**config.mk**
```make
export PLATFORM = sky130hd
export DESIGN_NAME = key_debounce_events
export DESIGN_NICKNAME = d
export VERILOG_FILES = /design/src/rtl/key_debounce_events.sv
export SDC_FILE = /design/constraint.sdc
export NUM_CORES = 1
export LEC_CHECK = 0
export ABC_AREA = 0
export ABC_CLOCK_PERIOD_IN_PS = 2800
export CELL_PAD_IN_SITES_DETAIL_PLACEMENT = 1
export CELL_PAD_IN_SITES_GLOBAL_PLACEMENT = 1
export CORE_MARGIN = 5
export CORE_UTILIZATION = 46
export CTS_CLUSTER_SIZE = 12
export DETAILED_ROUTE_END_ITERATION = 10
export PLACE_DENSITY = 0.88
export SLEW_MARGIN = 20
export SYNTH_ARGS = -nofsm -noshare
export SYNTH_HDL_FRONTEND = slang
export SYNTH_SLANG_ARGS = --single-unit
```
**constraint.sdc**
```tcl
create_clock -name clk_i -period 2.8 [get_ports clk_i]
set_input_delay 0.56 -clock clk_i [delete_from_list [all_inputs] [get_ports clk_i]]
set_output_delay 0.56 -clock clk_i [all_outputs]
set_load 0.01 [all_outputs]
```
**src/rtl/key_debounce_events.sv**
```systemverilog
// Keypad conditioner: 2-FF sync, tick-based debounce, press/release pulses and a 1-entry valid/ack event register.
// Optional auto-repeat is built when KEY_REPEAT_EN is defined.
module key_debounce_events #(
  parameter int NUM_KEYS           = 7,
  parameter int ACTIVE_LOW         = 1,
  parameter int TICK_DIV           = 12090,
  parameter int DEBOUNCE_TICKS     = 5,
  parameter int REPEAT_DELAY_TICKS = 500,
  parameter int REPEAT_RATE_TICKS  = 100
) (
  input  logic                clk_i,
  input  logic                rst_i,
  input  logic [NUM_KEYS-1:0] key_raw_i,
  output logic [NUM_KEYS-1:0] key_level_o,
  output logic [NUM_KEYS-1:0] key_press_o,
  output logic [NUM_KEYS-1:0] key_release_o,
  output logic                evt_valid_o,
  output logic [5:0]          evt_code_o,
  input  logic                evt_ack_i,
  output logic                evt_overflow_o
);
  localparam int CW = $clog2(DEBOUNCE_TICKS + 1);
  localparam int TW = $clog2(TICK_DIV);
  localparam logic [CW-1:0] CNT_LAST  = CW'(DEBOUNCE_TICKS - 1);
  localparam logic [TW-1:0] TICK_LAST = TW'(TICK_DIV - 1);
  // Raw level of a released key; the synchroniser resets here so reset never looks like a press.
  localparam logic [NUM_KEYS-1:0] RAW_IDLE = (ACTIVE_LOW != 0) ? '1 : '0;

  logic [NUM_KEYS-1:0]         sync1_q, sync2_q, s;
  logic [TW-1:0]               tick_cnt_q, tick_cnt_d;
  logic                        tick;
  logic [NUM_KEYS-1:0][CW-1:0] cnt_q, cnt_d;
  logic [NUM_KEYS-1:0]         lvl_q, lvl_d, press_q, press_d, release_q, release_d;
  logic [NUM_KEYS-1:0]         press_pend_q, press_pend_d, rel_pend_q, rel_pend_d;
  logic [NUM_KEYS-1:0]         press_set, press_clr, rel_clr, sel_oh, rep_pulse, rep_pend;
  logic                        ovf_q, ovf_d, evt_valid_q, evt_valid_d, load_en;
  logic [5:0]                  evt_code_q, evt_code_d;
  logic                        sel_vld, sel_press, sel_rep;
  logic [3:0]                  sel_idx;

  assign s    = sync2_q ^ RAW_IDLE;
  assign tick = (tick_cnt_q == TICK_LAST);

  always_comb begin
    tick_cnt_d = tick ? '0 : tick_cnt_q + 1'b1;
    cnt_d      = cnt_q;
    lvl_d      = lvl_q;
    for (int i = 0; i < NUM_KEYS; i++) begin
      if (s[i] == lvl_q[i]) begin
        cnt_d[i] = '0;
      end else if (tick) begin
        if (cnt_q[i] == CNT_LAST) begin
          lvl_d[i] = ~lvl_q[i];
          cnt_d[i] = '0;
        end else begin
          cnt_d[i] = cnt_q[i] + 1'b1;
        end
      end
    end
    press_d   = lvl_d & ~lvl_q;
    release_d = ~lvl_d & lvl_q;
  end

`ifdef KEY_REPEAT_EN
  localparam int RMAX = (REPEAT_DELAY_TICKS > REPEAT_RATE_TICKS) ? REPEAT_DELAY_TICKS : REPEAT_RATE_TICKS;
  localparam int HW   = $clog2(RMAX + 1);
  localparam logic [HW-1:0] DELAY_LAST = HW'(REPEAT_DELAY_TICKS - 1);
  localparam logic [HW-1:0] RATE_LAST  = HW'(REPEAT_RATE_TICKS - 1);

  logic [NUM_KEYS-1:0][HW-1:0] hold_q, hold_d;
  logic [NUM_KEYS-1:0]         phase_q, phase_d, rep_q, rep_d, rep_pend_q, rep_pend_d;

  // phase_q=0 waits out the initial delay, phase_q=1 runs at the repeat rate.
  always_comb begin
    hold_d  = hold_q;
    phase_d = phase_q;
    rep_d   = '0;
    for (int i = 0; i < NUM_KEYS; i++) begin
      if (!lvl_q[i]) begin
        hold_d[i]  = '0;
        phase_d[i] = 1'b0;
      end else if (tick) begin
        if (hold_q[i] == (phase_q[i] ? RATE_LAST : DELAY_LAST)) begin
          rep_d[i]   = 1'b1;
          hold_d[i]  = '0;
          phase_d[i] = 1'b1;
        end else begin
          hold_d[i] = hold_q[i] + 1'b1;
        end
      end
    end
    rep_pend_d = (rep_pend_q & ~press_clr) | rep_q;
  end

  always_ff @(posedge clk_i) begin
    if (rst_i) begin
      hold_q     <= '0;
      phase_q    <= '0;
      rep_q      <= '0;
      rep_pend_q <= '0;
    end else begin
      hold_q     <= hold_d;
      phase_q    <= phase_d;
      rep_q      <= rep_d;
      rep_pend_q <= rep_pend_d;
    end
  end

  assign rep_pulse = rep_q;
  assign rep_pend  = rep_pend_q;
`else
  logic unused_rep_cfg;
  assign unused_rep_cfg = (REPEAT_DELAY_TICKS > 0) ^ (REPEAT_RATE_TICKS > 0);
  assign rep_pulse      = '0;
  assign rep_pend       = '0;
`endif

  // Releases are scanned first so any pending press overrides them.
  always_comb begin
    sel_vld   = 1'b0;
    sel_press = 1'b0;
    sel_rep   = 1'b0;
    sel_idx   = '0;
    sel_oh    = '0;
    for (int i = NUM_KEYS - 1; i >= 0; i--) begin
      if (rel_pend_q[i]) begin
        sel_vld   = 1'b1;
        sel_idx   = 4'(i);
        sel_oh    = '0;
        sel_oh[i] = 1'b1;
      end
    end
    for (int i = NUM_KEYS - 1; i >= 0; i--) begin
      if (press_pend_q[i]) begin
        sel_vld   = 1'b1;
        sel_press = 1'b1;
        sel_rep   = rep_pend[i];
        sel_idx   = 4'(i);
        sel_oh    = '0;
        sel_oh[i] = 1'b1;
      end
    end
  end

  always_comb begin
    load_en      = ~evt_valid_q | evt_ack_i;
    press_set    = press_q | rep_pulse;
    press_clr    = (load_en & sel_vld & sel_press)  ? sel_oh : '0;
    rel_clr      = (load_en & sel_vld & ~sel_press) ? sel_oh : '0;
    press_pend_d = (press_pend_q & ~press_clr) | press_set;
    rel_pend_d   = (rel_pend_q & ~rel_clr) | release_q;
    ovf_d        = ovf_q | (|(press_set & press_pend_q & ~press_clr))
                         | (|(release_q & rel_pend_q & ~rel_clr));
    evt_valid_d  = evt_valid_q;
    evt_code_d   = evt_code_q;
    if (load_en) begin
      evt_valid_d = sel_vld;
      if (sel_vld) evt_code_d = {sel_rep, sel_press, sel_idx};
    end
  end

  always_ff @(posedge clk_i) begin
    if (rst_i) begin
      sync1_q      <= RAW_IDLE;
      sync2_q      <= RAW_IDLE;
      tick_cnt_q   <= '0;
      cnt_q        <= '0;
      lvl_q        <= '0;
      press_q      <= '0;
      release_q    <= '0;
      press_pend_q <= '0;
      rel_pend_q   <= '0;
      ovf_q        <= 1'b0;
      evt_valid_q  <= 1'b0;
      evt_code_q   <= '0;
    end else begin
      sync1_q      <= key_raw_i;
      sync2_q      <= sync1_q;
      tick_cnt_q   <= tick_cnt_d;
      cnt_q        <= cnt_d;
      lvl_q        <= lvl_d;
      press_q      <= press_d;
      release_q    <= release_d;
      press_pend_q <= press_pend_d;
      rel_pend_q   <= rel_pend_d;
      ovf_q        <= ovf_d;
      evt_valid_q  <= evt_valid_d;
      evt_code_q   <= evt_code_d;
    end
  end

  assign key_level_o    = lvl_q;
  assign key_press_o    = press_q;
  assign key_release_o  = release_q;
  assign evt_valid_o    = evt_valid_q;
  assign evt_code_o     = evt_code_q;
  assign evt_overflow_o = ovf_q;
endmodule
```
==> results.md, run 1 <==
* Worst EP required at 3.04 ns
* H-tree depth at 3
* Max cap viols at 0
* Maximum VDD drop at 282 uV
* Most used DFF post-synth: dfxtp_1
* PwrDens at 510 nW/um2
* Vias in the first global route at 3457
* Fin. Hold Viols at 0
* CTS tree: yes
* Post-Layout Cell Count at 590
* Routed via count at 3259
* Max-slew headroom at the worst pin at 0.632
* Unrepaired setup endpoints after global routing: no
* Post-place setup slack at 0.344 ns
* Final Cycle Share at 0.760
* Ys Warns at 0
* Filler cells at 992
* Gr usage total at 0.196
* Post-synth EDFFs at 0
* Root buf cell: clkbuf_8
* Top Ports at 39
* Capturing point of the worst reg2reg path: evt_overflow_o
* Overflow left after global routing at 0
* Die area at 10100 um2
* Via-to-Cell Ratio at 5.52
* Core Footprint at 8130 um2
* Hold Crit Start: sync1_q[1]
* CP Launch Point: press_pend_q[2]
* Reg2Reg Depth at 6
* Hold crit path type: register to register
* Final WS setup at 0.673 ns
* Clock Pin Slew Worst Setup and Hold Paths at 0.09 ns
* Storage element area at 1800 um2
* Critical path class: register to register
* Clk sinks at 90
* Detailed placement HPWL at 6790 um
* Hold endpoint: sync2_q[1]
* Async SR Flop Fraction at 0
* PostCTS Resize Cnt at 0
* Post-synthesis sequential area ratio at 0.476
* R2R setup slack at 0.67 ns
* # Post-CTS Setup Buffers at 0
* First-pass GRT wire length at 15700 um
* Initial drt markers at 89
* Ant diodes at 0
* Initial antenna violation count at 0
* Final setup violation count at 0
* Hold-fix buffers, CTS at 0
* Max Clock Freq at 470 MHz
* Placed cell count at 575
* Area contributors post-synth: dfxtp_1 (48%), a21oi_1 (6.9%), ha_1 (5.3%)
* Area of the multi-input gates at 1810 um2
* Status: complete, no violations
* Routed WL per cell at 15.9 um
* Post-Syn Area per Cell at 8.49 um2
* Final worst path period need at 2.13 ns
* Clock latency on the worst-skew pair at 0.37 ns
* Synth top area share at 0.476
* Static leakage at 0.00161 uW
* Cells after Synth at 446
* Final wirelength at 9390 um
* ANT nets after route at 0
* Setup crit end kind: register
* CTS buffer count at 9
* Post-synth cell types at 42
* Largest net degree at the start of global routing at 45
* Most frequent cells after synthesis: dfxtp_1 (90), a21oi_1 (52), nor2_1 (45)
* Hold depth at 1
* DIE HEIGHT at 101 um
* Worst slew pin tran at 0.552 ns
* Most numerous cell in the Yosys netlist: dfxtp_1
* Post-synthesis cell area at 3780 um2
* Std-Cell Rows at 33
* Initial Util at 0.465
* CP Max Fanout at 9
* DRC at 0
* DR pass1 iterations at 5
* Die width at 101 um
* Crit path DAT at 2.37 ns
* Final setup TNS at 0 ns
* Max Slew Vio Count at 0
* Yosys reg bits at 90
* Worst Clk Skew at 0.0139 ns
* Deepest clock path buffer count at 2
* Reg2reg start: press_pend_q[2]
* RD Place Congestion at 0.940
* Area Overhead vs Synth at 17.0%
* Nets at 507
* Util after Layout at 0.544
* Setup crit start kind: register
* Area leader, netlist: dfxtp_1
* Port-buffer cells at 36
* Layout cells sized above 1 at 0.0969
==> worst max-delay path: stages (launching register included) <==
cell     delay, ns
dfxtp_1       0.41
nor4_4        0.44
nand4_1       0.23
or4_1         0.49
o21ai_0       0.22
or2_2         0.15
a31oi_1       0.06
==> worst max path at each step <==
stage,to
2_1_floorplan,evt_overflow_o
3_3_place_gp,evt_overflow_o
3_5_place_dp,evt_overflow_o
4_1_cts,evt_overflow_o
5_1_grt,evt_overflow_o
6_report,evt_overflow_o
==> stage by stage <==
step | power [uW] | hold WS (ns) | area, um2
after global placement | 1380 | 0.392 | 4230
after detailed placement | 1380 | 0.397 | 4230
final | 2260 | 0.412 | 4430
after floorplan | 1360 | 0.389 | 3790
after CTS | 2280 | 0.407 | 4430
after global routing | 2350 | 0.424 | 4430
==> cells by family after synthesis <==
family          Yosys count  share of synthesized area
flops                    90                      0.476
buf+inv                  42                     0.0456
simple gates            187                      0.251
fa+ha+maj                16                     0.0529
other cells               1                   0.000991
compound gates           98                      0.146
xor+xnor                 12                     0.0278
==> layer usage <==
metal  vias to the layer above  GRT usage  wire length (um)  part of all wire
li1                       1585          -                 -                 -
met1                      1605      0.214              3940              0.42
met2                        53      0.364              4860              0.52
met3                        16     0.0381               378             0.040
met4                         0     0.0839               208             0.022
met5                         -          0                 0                 0
==> final cells by class <==
class / instances / share of cell area
clock buffer: 10 / 0.0311
clock inverter: 5 / 0.0141
inverter: 25 / 0.0212
multi-input combinational: 315 / 0.410
sequential: 90 / 0.407
tap: 105 / 0.0297
timing repair buffer: 40 / 0.0871
==> flip-flops by register name, indices dropped and copies added (netlist names), 4 cells and up <==
register	cells
cnt_q	21
evt_code_o	4
key_level_o	7
key_press_o	7
key_release_o	7
press_pend_q	7
rel_pend_q	7
sync1_q	7
sync2_q	7
tick_cnt_q	14
==> power by group <==
part           internal (uW)  total [uW]  leakage (uW)  switching (uW)
clock network            438         904     0.0000954             466
registers               1290        1300      0.000729            7.71
logic                   25.7        52.7      0.000781            27.0
total                   1760        2260       0.00161             501
==> placed cells by master, fill, tap and decap left out, types with 7 or more instances in the layout <==
master,synthesis,layout
a21o_1,7,7
a21oi_1,52,52
and3_1,12,12
clkbuf_8,0,10
clkdlybuf4s50_1,0,35
dfxtp_1,90,90
ha_1,16,16
inv_1,25,25
nand2_1,42,42
nand3_1,10,10
nand3b_1,8,8
nor2_1,45,45
nor3_1,22,22
o21ai_0,24,24
or2_2,24,24
or3_1,9,9
xor2_1,8,8
(Power assumes the default switching activity.)
==> run 2: changes to the inputs <==
--- a/config.mk
+++ b/config.mk
@@ -6,14 +6,14 @@
 export NUM_CORES = 1
 export LEC_CHECK = 0
 export ABC_AREA = 0
-export ABC_CLOCK_PERIOD_IN_PS = 2800
+export ABC_CLOCK_PERIOD_IN_PS = 1800
 export CELL_PAD_IN_SITES_DETAIL_PLACEMENT = 1
 export CELL_PAD_IN_SITES_GLOBAL_PLACEMENT = 1
 export CORE_MARGIN = 5
-export CORE_UTILIZATION = 46
+export CORE_UTILIZATION = 38
 export CTS_CLUSTER_SIZE = 12
 export DETAILED_ROUTE_END_ITERATION = 10
-export PLACE_DENSITY = 0.88
+export PLACE_DENSITY = 0.78
 export SLEW_MARGIN = 20
 export SYNTH_ARGS = -nofsm -noshare
 export SYNTH_HDL_FRONTEND = slang
==> constraint.sdc (replaced) <==
create_clock -name clk_i -period 1.8 [get_ports clk_i]
set_input_delay 0.36 -clock clk_i [delete_from_list [all_inputs] [get_ports clk_i]]
set_output_delay 0.36 -clock clk_i [all_outputs]
set_load 0.01 [all_outputs]
==> run 2 against run 1 <==
Compared with the run above:
- the run now ends with negative setup slack left
- setup slack got worse by 0.74 ns
- via count rose by 4.4%
- design area rose by 11%
- register-to-register slack got worse by 0.74 ns
- sequential power rose by 55%
- cell count rose by 11%
- global-route usage fell by 2.2 points
- total power rose by 58%
- die area rose by 19%
- clock power rose by 60%
- maximum frequency rose by 14%
- flip-flop and latch count did not move
==> results.md, run 2 (synthesis results as in run 1) <==
* Hold depth at 2
* Area of the multi-input gates at 1930 um2
* Internal at 2790 uW
* Storage element area at 1810 um2
* Worst EP required at 2.04 ns
* Ant diodes at 0
* Post-place setup slack at -0.398 ns
* Switching Power at 786 uW
* Wire length on met1 at 4430 um
* Clock Pin Slew Worst Setup and Hold Paths at 0.09 ns
* Layout cells sized above 1 at 0.208
* DRC at 0
* Worst Clk Skew at 0.0148 ns
* Capturing point of the worst reg2reg path: evt_overflow_o
* Met3 wire length at 292 um
* Violated checks: negative setup slack
* CP Launch Point: rel_pend_q[1]
* Final worst path period need at 1.87 ns
* Setup crit end kind: register
* Placed cell count at 637
* Clock latency on the worst-skew pair at 0.35 ns
* Unrepaired setup endpoints after global routing: yes
* Root buf cell: clkbuf_8
* Final setup violation count at 1
* Crit path DAT at 2.11 ns
* Reg2Reg Depth at 5
* Max Clock Freq at 535 MHz
* Maximum VDD drop at 405 uV
* First-pass GRT wire length at 16600 um
* Detailed placement HPWL at 7310 um
* Most frequent cells in the layout: dfxtp_1 (86), a21oi_1 (52), nor2_1 (45), nand2_1 (41), buf_4 (39)
* PwrDens at 729 nW/um2
* Largest net degree at the start of global routing at 40
* Hold-fix buffers, CTS at 0
* Routed via count at 3401
* Hold endpoint: sync1_q[6]
* Post-Layout Cell Count at 657
* Top Ports at 39
* Die width at 110 um
* H-tree depth at 3
* Port-buffer cells at 36
* RD Place Congestion at 0.875
* Worst hold slack at 0.351 ns
* Combinational fraction of design power at 0.029
* Initial drt markers at 127
* Final wirelength at 10200 um
* Fin. Hold Viols at 0
* Static leakage at 0.00184 uW
* Clk sinks at 90
* Gr usage total at 0.174
* Critical path class: register to register
* Sequential power share at 0.565
* Filler cells at 1181
* Top Registers: cnt_q: 21 flops, tick_cnt_q: 14 flops
* Vias in the first global route at 3527
* Std-Cell Rows at 36
* Met2 wire len at 5400 um
* Setup crit start kind: register
* Util after Layout at 0.504
* Die area at 12100 um2
* Initial Util at 0.389
* Max FFs per register at 21
* DIE HEIGHT at 110 um
* Hold Crit Start: rst_i
* Final setup TNS at -0.0680 ns
* R2R setup slack at -0.07 ns
* CTS tree: yes
* Max Slew Vio Count at 0
* Overflow left after global routing at 0
* Core Footprint at 9730 um2
* Hold crit path type: primary input to register
* Via-to-Cell Ratio at 5.18
* CTS buffer count at 9
* CP Max Fanout at 3
* Clock share of power at 0.406
* Final Cycle Share at 1.04
* Final WS setup at -0.0680 ns
* Area Overhead vs Synth at 29.6%
* Max cap viols at 0
* Initial antenna violation count at 0
* Switch share at 0.220
* Commonest non-fill, non-tap cell in the layout: dfxtp_1
* Highest routed layer: met4
* Routed WL per cell at 15.5 um
* Top reg by flops: cnt_q
* Reg2reg start: rel_pend_q[1]
* Status: finished with violations
* Nets at 545
* DR pass1 iterations at 4
* ANT nets after route at 0
* Deepest clock path buffer count at 2
[run 2: per-stage QoR]
step	total power, uW	area [um2]
after detailed placement	2170	4550
after global placement	2160	4550
after CTS	3620	4820
after global routing	3720	4910
after floorplan	2120	3800
final	3570	4910
[run 2: worst max path at each step]
| stage | end | slack [ns] | cells past startpoint |
|---|---|---|---|
| 5_1_grt | evt_overflow_o | -0.14 | 8 |
| 4_1_cts | evt_overflow_o | -0.05 | 5 |
| 6_report | evt_overflow_o | -0.07 | 5 |
| 2_1_floorplan | evt_overflow_o | 0.007 | 5 |
| 3_5_place_dp | evt_overflow_o | -0.40 | 7 |
| 3_3_place_gp | evt_overflow_o | -0.32 | 6 |
[run 2: per-layer routing]
| metal | vias up | global-route usage |
|---|---|---|
| li1 | 1664 | - |
| met1 | 1669 | 0.197 |
| met2 | 62 | 0.323 |
| met3 | 6 | 0.0399 |
| met4 | 0 | 0.0463 |
| met5 | - | 0 |
[run 2: critical path, cell delays in order, from the launching register on]
cell	delay [ns]
dfxtp_2	0.33
or4_4	0.55
or3_4	0.35
and3_4	0.20
a311oi_2	0.22
a31oi_1	0.12
[run 2: area by class of cell]
cell class,count,share of cell area
tap,133,0.0339
clock inverter,5,0.0125
inverter,25,0.0191
clock buffer,11,0.0309
sequential,90,0.368
multi-input combinational,315,0.393
timing repair buffer,78,0.143
[run 2: timing repair]
action                     4_1_cts  5_1_grt
resized for setup                7       23
setup buffers                    3        2
setup endpoints to repair        6       39
pin swaps                        5        7
[run 2: power by group through the flow]
stage | Sequential (uW) | Clock (uW) | Combinational, uW
floorplan | 2060 | 0 | 55.1
global placement | 2060 | 0 | 98.9
detailed placement | 2070 | 0 | 103
CTS | 2020 | 1500 | 104
global route | 2020 | 1590 | 114
finish | 2020 | 1450 | 103
==> run 3: changes to the inputs <==
--- a/config.mk
+++ b/config.mk
@@ -6,14 +6,14 @@
 export NUM_CORES = 1
 export LEC_CHECK = 0
 export ABC_AREA = 0
-export ABC_CLOCK_PERIOD_IN_PS = 1800
+export ABC_CLOCK_PERIOD_IN_PS = 2370
 export CELL_PAD_IN_SITES_DETAIL_PLACEMENT = 1
 export CELL_PAD_IN_SITES_GLOBAL_PLACEMENT = 1
 export CORE_MARGIN = 5
-export CORE_UTILIZATION = 38
+export CORE_UTILIZATION = 46
 export CTS_CLUSTER_SIZE = 12
 export DETAILED_ROUTE_END_ITERATION = 10
-export PLACE_DENSITY = 0.78
+export PLACE_DENSITY_LB_ADDON = 0.25
 export SLEW_MARGIN = 20
 export SYNTH_ARGS = -nofsm -noshare
 export SYNTH_HDL_FRONTEND = slang
==> constraint.sdc (replaced) <==
create_clock -name clk_i -period 2.37 [get_ports clk_i]
set_input_delay 0.474 -clock clk_i [delete_from_list [all_inputs] [get_ports clk_i]]
set_output_delay 0.474 -clock clk_i [all_outputs]
set_load 0.01 [all_outputs]
==> run 3 against run 2 <==
Compared with the run above:
- the flow now finishes without violations
- die area shrank 16%
- combinational power shrank 39%
- worst hold slack gained 0.062 ns
- clock skew shrank 0.0052 ns
- via count shrank 5.5%
- total power shrank 27%
- wire length shrank 9.4%
- first-iteration DRC count shrank 17%
- utilization grew 4.6 points
- register-to-register slack gained 0.30 ns
- critical path depth grew 1
- global-route usage grew 1.8 points
- largest cell class unchanged
- largest power group unchanged
==> results.md, run 3 (synthesis results as in run 1) <==
* Clock Pin Slew Worst Setup and Hold Paths at 0.09 ns
* Fin. Hold Viols at 0
* Top reg by flops: cnt_q
* Crit path DAT at 2.36 ns
* Layout cells sized above 1 at 0.111
* Hold-fix buffers, CTS at 0
* CP Max Fanout at 9
* Final total power at 2590 uW
* Root buf cell: clkbuf_8
* Max Slew Vio Count at 0
* Hold crit path type: register to register
* First-pass GRT wire length at 15800 um
* Detailed placement HPWL at 6770 um
* Max-slew headroom at the worst pin at 0.650
* Final wirelength at 9230 um
* Worst EP required at 2.59 ns
* Setup crit end kind: register
* DIE HEIGHT at 101 um
* Worst Clk Skew at 0.00960 ns
* Switch share at 0.226
* Initial antenna violation count at 0
* Die area at 10100 um2
* Core Footprint at 8130 um2
* Filler cells at 985
* Final Cycle Share at 0.903
* # Post-CTS Setup Buffers at 0
* PostCTS Resize Cnt at 0
* Post-Layout Cell Count at 599
* Initial drt markers at 106
* CTS tree: yes
* Maximum VDD drop at 304 uV
* Top Ports at 39
* Routed WL per cell at 15.4 um
* Critical path class: register to register
* Die width at 101 um
* Final setup TNS at 0 ns
* PwrDens at 579 nW/um2
* Internal at 2000 uW
* Max FFs per register at 21
* Nets at 515
* Switching Power at 587 uW
* Final Cell Area at 4480 um2
* Overflow left after global routing at 0
* Most frequent cells in the layout: dfxtp_1 (90), a21oi_1 (52), nor2_1 (45), nand2_1 (42), clkdlybuf4s50_1 (35)
* Via-to-Cell Ratio at 5.37
* DR pass1 iterations at 4
* DRC at 0
* Largest net degree at the start of global routing at 31
* Vias in the first global route at 3342
* RD Place Congestion at 0.913
* Top Registers: cnt_q: 21 flops, tick_cnt_q: 14 flops
* Ant diodes at 0
* Clock share of power at 0.383
* Worst slew pin tran at 0.525 ns
* Std-Cell Rows at 33
* Port-buffer cells at 36
* Area Overhead vs Synth at 18.2%
* Commonest non-fill, non-tap cell in the layout: dfxtp_1
* Gr usage total at 0.192
* Max Clock Freq at 467 MHz
* CTS buffer count at 9
* Util after Layout at 0.550
* Combinational fraction of design power at 0.024
* Deepest clock path buffer count at 2
* Sequential power share at 0.592
* Final setup violation count at 0
* Final worst path period need at 2.14 ns
* ANT nets after route at 0
* Placed cell count at 583
* Initial Util at 0.465
* Clock latency on the worst-skew pair at 0.34 ns
* Unrepaired setup endpoints after global routing: no
* H-tree depth at 3
* Clk sinks at 90
* Static leakage at 0.00164 uW
* Placed instance area at 4290 um2
* Status: complete, no violations
* Setup crit start kind: register
* Max cap viols at 0
* Routed via count at 3215
## run 3: power groups by stage
stage	registers [uW]	clock network, uW	logic, uW
floorplan	1570	0	41.8
global placement	1570	0	61.0
detailed placement	1570	0	63.7
CTS	1530	1020	64.2
global route	1540	1100	69.7
finish	1530	994	63.2
## run 3: path summary, 6_finish.rpt
check	from	endpoint	slack, ns	cells after the start
worst max-delay path	press_pend_q[2]	evt_overflow_o	0.23	6
worst min-delay path	sync1_q[2]	sync2_q[2]	0.41	1
worst max register to register	press_pend_q[2]	evt_overflow_o	0.23	6
worst min register to register	sync1_q[2]	sync2_q[2]	0.41	1
## run 3: worst max-delay path, stage by stage (launching register included)
cell and delay (ns):
dfxtp_1 0.44, nor4_4 0.44, nand2_1 0.18, or3_1 0.40, and3_1 0.19, a311oi_1 0.24, a31oi_1 0.12
## run 3: per-layer routing
metal	global-route usage	up-vias	routed length (um)
li1	-	1598	-
met1	0.247	1541	4120
met2	0.332	68	4620
met3	0.0318	8	418
met4	0.0508	0	72
met5	0	-	0
## run 3: stage by stage
stage               setup WS, ns  hold slack, ns
floorplan                  0.513           0.389
global placement           0.135           0.392
detailed placement         0.103           0.395
CTS                        0.247           0.403
global route              0.0366           0.419
finish                     0.230           0.413
## run 3: cell type report
type / instances / area, um2 / share of cell area
Sequential cell: 90 / 1800 / 0.403
Tap cell: 105 / 131 / 0.0294
Multi-Input combinational cell: 315 / 1810 / 0.405
Clock inverter: 4 / 33.8 / 0.00755
Inverter: 25 / 93.8 / 0.0210
Timing Repair Buffer: 48 / 445 / 0.0995
Clock buffer: 12 / 155 / 0.0347
